`src/rtl/led_matrix_scanner_if.sv`:
```
// rtl/led_matrix_scanner_if.sv - frame buffer load handshake between host and scanner
interface led_matrix_scanner_if #(
    parameter int ROWS = 8,
    parameter int COLS = 8
);
    logic [ROWS*COLS-1:0] fb_data;
    logic                 fb_load;
    logic                 fb_ack;

    modport master (output fb_data, output fb_load, input fb_ack);
    modport slave  (input fb_data, input fb_load, output fb_ack);
endinterface

```
`src/rtl/led_matrix_scanner.sv`:
```
// rtl/led_matrix_scanner.sv - row-scanned LED matrix driver with PWM dimming and double-buffered frames
module led_matrix_scanner #(
    parameter int ROWS     = 8,
    parameter int COLS     = 8,
    parameter int DIV      = 1000,
    parameter int PWM_BITS = 4
) (
    input  logic                system_clk,
    input  logic                rst,
    input  logic                enable,
    input  logic [PWM_BITS-1:0] brightness,
    led_matrix_scanner_if.slave fb,
    output logic [ROWS-1:0]     row,
    output logic [COLS-1:0]     col,
    output logic                frame_start
);
    localparam int CNT_W = $clog2(DIV);
    localparam int IDX_W = $clog2(ROWS);
    // Wide enough to hold brightness*DIV without overflow.
    localparam int ON_W  = PWM_BITS + $clog2(DIV + 1);
    localparam logic [CNT_W-1:0] CNT_MAX = CNT_W'(DIV - 1);
    localparam logic [IDX_W-1:0] IDX_MAX = IDX_W'(ROWS - 1);

    logic [CNT_W-1:0]     cnt_q, cnt_d;
    logic [IDX_W-1:0]     idx_q, idx_d;
    logic [ROWS*COLS-1:0] disp_q, disp_d;
    logic [ROWS*COLS-1:0] shadow_q, shadow_d;
    logic                 pending_q, pending_d;
    // Set when the scan wraps to row 0; consumed by the next frame_start.
    logic                 wrap_q, wrap_d;
    logic                 fb_ack_q, fb_ack_d;
    logic [ROWS-1:0]      row_q, row_d;
    logic [COLS-1:0]      col_q, col_d;
    logic                 frame_start_q, frame_start_d;

    logic [ON_W-1:0]      on_time;
    logic                 slot_end;
    logic                 frame_end;
    logic                 lit;
    logic                 fs_hit;

    assign on_time   = (ON_W'(brightness) * ON_W'(DIV)) >> PWM_BITS;
    assign slot_end  = enable && (cnt_q == CNT_MAX);
    assign frame_end = slot_end && (idx_q == IDX_MAX);
    assign lit       = enable && (ON_W'(cnt_q) < on_time);
    assign fs_hit    = enable && (cnt_q == '0) && (idx_q == '0) && wrap_q;

    // Next-state: scan position, frame buffers and registered display outputs.
    always_comb begin
        cnt_d         = cnt_q;
        idx_d         = idx_q;
        disp_d        = disp_q;
        shadow_d      = shadow_q;
        pending_d     = pending_q;
        wrap_d        = wrap_q;
        fb_ack_d      = fb.fb_load;
        row_d         = '0;
        col_d         = '0;
        frame_start_d = fs_hit;

        if (enable) begin
            cnt_d = slot_end ? '0 : cnt_q + 1'b1;
            if (slot_end) begin
                idx_d = (idx_q == IDX_MAX) ? '0 : idx_q + 1'b1;
            end
        end

        // Swap uses the old shadow; a coincident load lands in shadow afterwards.
        if (frame_end && pending_q) begin
            disp_d    = shadow_q;
            pending_d = 1'b0;
        end
        if (fb.fb_load) begin
            shadow_d  = fb.fb_data;
            pending_d = 1'b1;
        end

        if (frame_end) begin
            wrap_d = 1'b1;
        end else if (fs_hit) begin
            wrap_d = 1'b0;
        end

        if (lit) begin
            row_d = ROWS'(1) << idx_q;
            col_d = disp_q[idx_q*COLS +: COLS];
        end
    end

    // State register with asynchronous clear.
    always_ff @(posedge system_clk or posedge rst) begin
        if (rst) begin
            cnt_q         <= '0;
            idx_q         <= '0;
            disp_q        <= '0;
            shadow_q      <= '0;
            pending_q     <= 1'b0;
            wrap_q        <= 1'b0;
            fb_ack_q      <= 1'b0;
            row_q         <= '0;
            col_q         <= '0;
            frame_start_q <= 1'b0;
        end else begin
            cnt_q         <= cnt_d;
            idx_q         <= idx_d;
            disp_q        <= disp_d;
            shadow_q      <= shadow_d;
            pending_q     <= pending_d;
            wrap_q        <= wrap_d;
            fb_ack_q      <= fb_ack_d;
            row_q         <= row_d;
            col_q         <= col_d;
            frame_start_q <= frame_start_d;
        end
    end

    assign row         = row_q;
    assign col         = col_q;
    assign frame_start = frame_start_q;
    assign fb.fb_ack   = fb_ack_q;
endmodule

```
`src/flat_wrapper.sv`:
```
// flat-port wrapper written by rule: the top's interface ports become plain ports
module led_matrix_scanner_flat 
#(
    parameter int ROWS     = 8,
    parameter int COLS     = 8,
    parameter int DIV      = 1000,
    parameter int PWM_BITS = 4
)
  (system_clk, rst, enable, brightness, row, col, frame_start, fb_fb_data, fb_fb_load, fb_fb_ack);
  led_matrix_scanner_if #(.ROWS(ROWS), .COLS(COLS)) fb_i ();
  input  logic system_clk;
  input  logic rst;
  input  logic enable;
  input  logic [PWM_BITS-1:0] brightness;
  output logic [ROWS-1:0] row;
  output logic [COLS-1:0] col;
  output logic frame_start;
  input wire logic [$bits(fb_i.fb_data)-1:0] fb_fb_data;
  input wire logic [$bits(fb_i.fb_load)-1:0] fb_fb_load;
  output wire logic [$bits(fb_i.fb_ack)-1:0] fb_fb_ack;
  assign fb_i.fb_data = fb_fb_data;
  assign fb_i.fb_load = fb_fb_load;
  assign fb_fb_ack = fb_i.fb_ack;
  led_matrix_scanner #(.ROWS(ROWS), .COLS(COLS), .DIV(DIV), .PWM_BITS(PWM_BITS)) u_core (.system_clk(system_clk), .rst(rst), .enable(enable), .brightness(brightness), .fb(fb_i), .row(row), .col(col), .frame_start(frame_start));
endmodule
```
`config.mk`:
```
export PLATFORM = sky130hd
export DESIGN_NAME = led_matrix_scanner_flat
export DESIGN_NICKNAME = d
export VERILOG_FILES = /design/src/rtl/led_matrix_scanner_if.sv /design/src/rtl/led_matrix_scanner.sv /design/src/flat_wrapper.sv
export SDC_FILE = /design/constraint.sdc
export NUM_CORES = 1
export LEC_CHECK = 0
export ABC_CLOCK_PERIOD_IN_PS = 16400
export CORE_MARGIN = 3
export CORE_UTILIZATION = 45
export DETAILED_ROUTE_END_ITERATION = 8
export PLACE_DENSITY = 0.67
export SETUP_SLACK_MARGIN = 0.05
export SLEW_MARGIN = 40
export SYNTH_ARGS = -nofsm -noshare
export SYNTH_HDL_FRONTEND = slang
export SYNTH_SLANG_ARGS = --single-unit
```
`constraint.sdc`:
```
create_clock -name system_clk -period 16.4 [get_ports system_clk]
set_input_delay 4.92 -clock system_clk [delete_from_list [all_inputs] [get_ports system_clk]]
set_output_delay 4.92 -clock system_clk [all_outputs]
set_load 0.01 [all_outputs]
```
==> impl_metrics.tcl <==
set metrics [dict create \
    start_util_pct 46.40 \
    numClockSinks 161 \
    regArea_mm2 0.004030 \
    critPathLaunchType "primary input" \
    holdBufCountCts 0 \
    vdd_drop_max_v 0.00007162 \
    synth_edf_count 0 \
    ys_top_cells_by_area "dfrtp_1, mux2_2, mux2_1" \
    synth_top_area_share_pct 54.07 \
    gp_congestion 0.7920 \
    leakagePower_nw 4.213 \
    clkLatencyLatePin_ps 420 \
    ys_seq_area_share_pct 54.07 \
    drtIter0Drc 297 \
    final_common_cell "dfrtp_1" \
    die_y_um 134.7 \
    grt_use_total_pct 17.25 \
    synthCells 511 \
    cts-htree-levels 4 \
    antenna_found_initial 0 \
    dr.pass1.iters 4 \
    netlist_area_mm2 0.007451 \
    crit_chain "clkdlybuf4s50_1 > fa_1 > inv_1 > fa_1 > inv_1 > ha_1 > nor2b_1 > o21ai_0 > a2111oi_0 > a211oi_1 > ha_1 > a21o_1 > nand2_1 > nand4b_1 > a2111oi_0" \
    dr_total_vias 4330 \
    drive_above_1_share_pct 20.75 \
    holdCritPathClass "flop to flop" \
    final_cell_mix "dfrtp_1, clkdlybuf4s50_1, mux2_2" \
    async_flop_share_pct 100.0 \
    ios 90 \
    tightest_slew_ps 726.1 \
    die_x_um 134.7 \
    antenna_cells 0 \
    path_class "primary input to flop" \
    ant_nets 0 \
    critPathMaxFanout 16 \
    grt_pass1_wl_um 24410 \
    tns_ps 0 \
    drc 0 \
    hpwl_um 10150 \
    syn_area_per_cell_um2 14.58 \
    nFillCells 1292 \
    fin_worst_skew_ps 7.781 \
    cts_made_buffers 17 \
    cp.required_ps 16640 \
    synth_top_cell_by_area "dfrtp_1" \
    dieArea_mm2 0.01814 \
    finalHoldViolCount 0 \
    multiInputGateArea_mm2 0.003115 \
    synth_seq_cells 161 \
    fmaxAchievable_mhz 105.0 \
    cts_tree "done" \
    dominantRegCellSynth "dfrtp_1" \
    clk_path_buf_depth 2 \
    rsz0062_at_grt "false" \
    synth.distinct_cells 42 \
    syn_to_final_growth_pct 21.81 \
    cts_root_buf "clkbuf_16" \
    grt_max_degree 67 \
    power_density_mw_per_mm2 106.5 \
    cts_setup_buffers 0 \
    arrival_ps 9760 \
    worstSetupEndpointType "flop" \
    synth_warnings 0 \
    cts.clk_slew.worst_paths_ps 60 \
    numPortBuffers 89 \
    avgRoutedWirePerCell_um 17.51 \
    synth_fp_nets 621 \
    slew_headroom_pct 51.59 \
    wl_um 14500 \
    grt_pass1_vias 4621 \
    avgViaCountPerCell 5.229 \
    slowest_stage "a2111oi_0" \
    setup_viol 0 \
    final_util_pct 56.52 \
    core-area_mm2 0.01606 \
    outcome "complete, no violations" \
    period_share_pct 58.05 \
    slew_violations 0 \
    min_period_ps 9520 \
    nNetsFinal 709 \
    cp_slowest_stage_delay_ps 710 \
    cap_viol_max_count 0 \
    grt-ovfl-total 0 \
    cts.repair.resized 0 \
    rows 46 \
]
-- power breakdown --
| part | switching, mW | internal [mW] | total (mW) |
|---|---|---|---|
| sequential | 0.0204 | 0.420 | 0.440 |
| clock | 0.160 | 0.234 | 0.394 |
| combinational | 0.0693 | 0.0631 | 0.132 |
| total | 0.250 | 0.717 | 0.967 |
-- per-stage QoR --
stage | power (mW) | cells | instance area, µm² | hold slack [ps] | worst slack (ps)
final | 0.9667 | 828 | 9076 | 474.5 | 6880
after global routing | 1.013 | 828 | 9076 | 496.4 | 6561
after global placement | 0.5685 | 795 | 8442 | 453.8 | 6980
after floorplan | 0.5290 | 511 | 7451 | 441.9 | 7132
after detailed placement | 0.5791 | 796 | 8477 | 469.2 | 6606
after CTS | 0.9756 | 828 | 9065 | 483.1 | 7013
-- layout make-up --
type | count | area share, %
flip-flops and latches | 161 | 44.40
clock buffers | 22 | 5.114
repair buffers | 94 | 10.52
multi-input cells | 295 | 34.33
inverters | 30 | 1.296
well taps | 216 | 2.978
clock inverters | 10 | 1.365
-- synthesized netlist by cell type (2+ instances only) --
master	n
dfrtp_1	161
mux2_2	69
mux2_1	60
ha_1	31
inv_1	30
mux4_2	16
clkbuf_1	15
a211oi_1	11
nand2_1	10
a21oi_1	8
mux2i_1	8
o21ai_0	8
a2111oi_0	7
fa_1	7
nor2_1	7
buf_12	6
nand3_1	6
xnor2_1	6
nand3b_1	5
nand4_1	5
a21o_1	4
xor2_1	4
nor4b_1	3
or3_1	3
buf_2	2
nor3_1	2
o221ai_1	2
-- routing by layer --
| metal | vias up | GRT usage, % | share of wire (%) |
|---|---|---|---|
| li1 | 2016 | - | - |
| met1 | 2213 | 23.03 | 45 |
| met2 | 89 | 28.04 | 50 |
| met3 | 12 | 5.253 | 4.9 |
| met4 | 0 | 3.903 | 0.83 |
| met5 | - | 0 | 0 |
-- cell families after synthesis --
logic type	Yosys count	synth area share, %
compound gates	43	3.963
xor+xnor	10	1.175
fa+ha+maj	38	7.086
buf+inv	55	4.215
flops	161	54.07
mux	153	25.41
simple gates	51	4.081
-- critical path: cells and delay by family --
| kind | cells | cell delay, ps |
|---|---|---|
| adder cells (fa/ha/maj) | 4 | 1830 |
| AO/OA/AOI/OAI | 5 | 1610 |
| buffers and inverters | 3 | 710 |
| AND/OR/NAND/NOR | 3 | 700 |
-- state kept, by name, indices dropped and copies added (netlist names) --
name / cells
u_core.fb.fb_ack: 1
u_core.disp_q: 64
u_core.col: 8
u_core.pending_q: 1
u_core.frame_start: 1
u_core.cnt_q: 10
u_core.idx_q: 3
u_core.wrap_q: 1
u_core.shadow_q: 64
u_core.row: 8
-- final timing paths --
kind	slack, ps	cells after the start	startpoint	end
max	6880	15	brightness[2]	u_core.row[6]
min	470	2	u_core.wrap_q	u_core.wrap_q
max reg2reg	13680	5	u_core.cnt_q[3]	u_core.disp_q[39]
min reg2reg	470	2	u_core.wrap_q	u_core.wrap_q
max in group asynchronous	10280	4	rst	u_core.disp_q[28]
min in group asynchronous	4890	2	rst	u_core.cnt_q[2]
(Power assumes the default switching activity.)
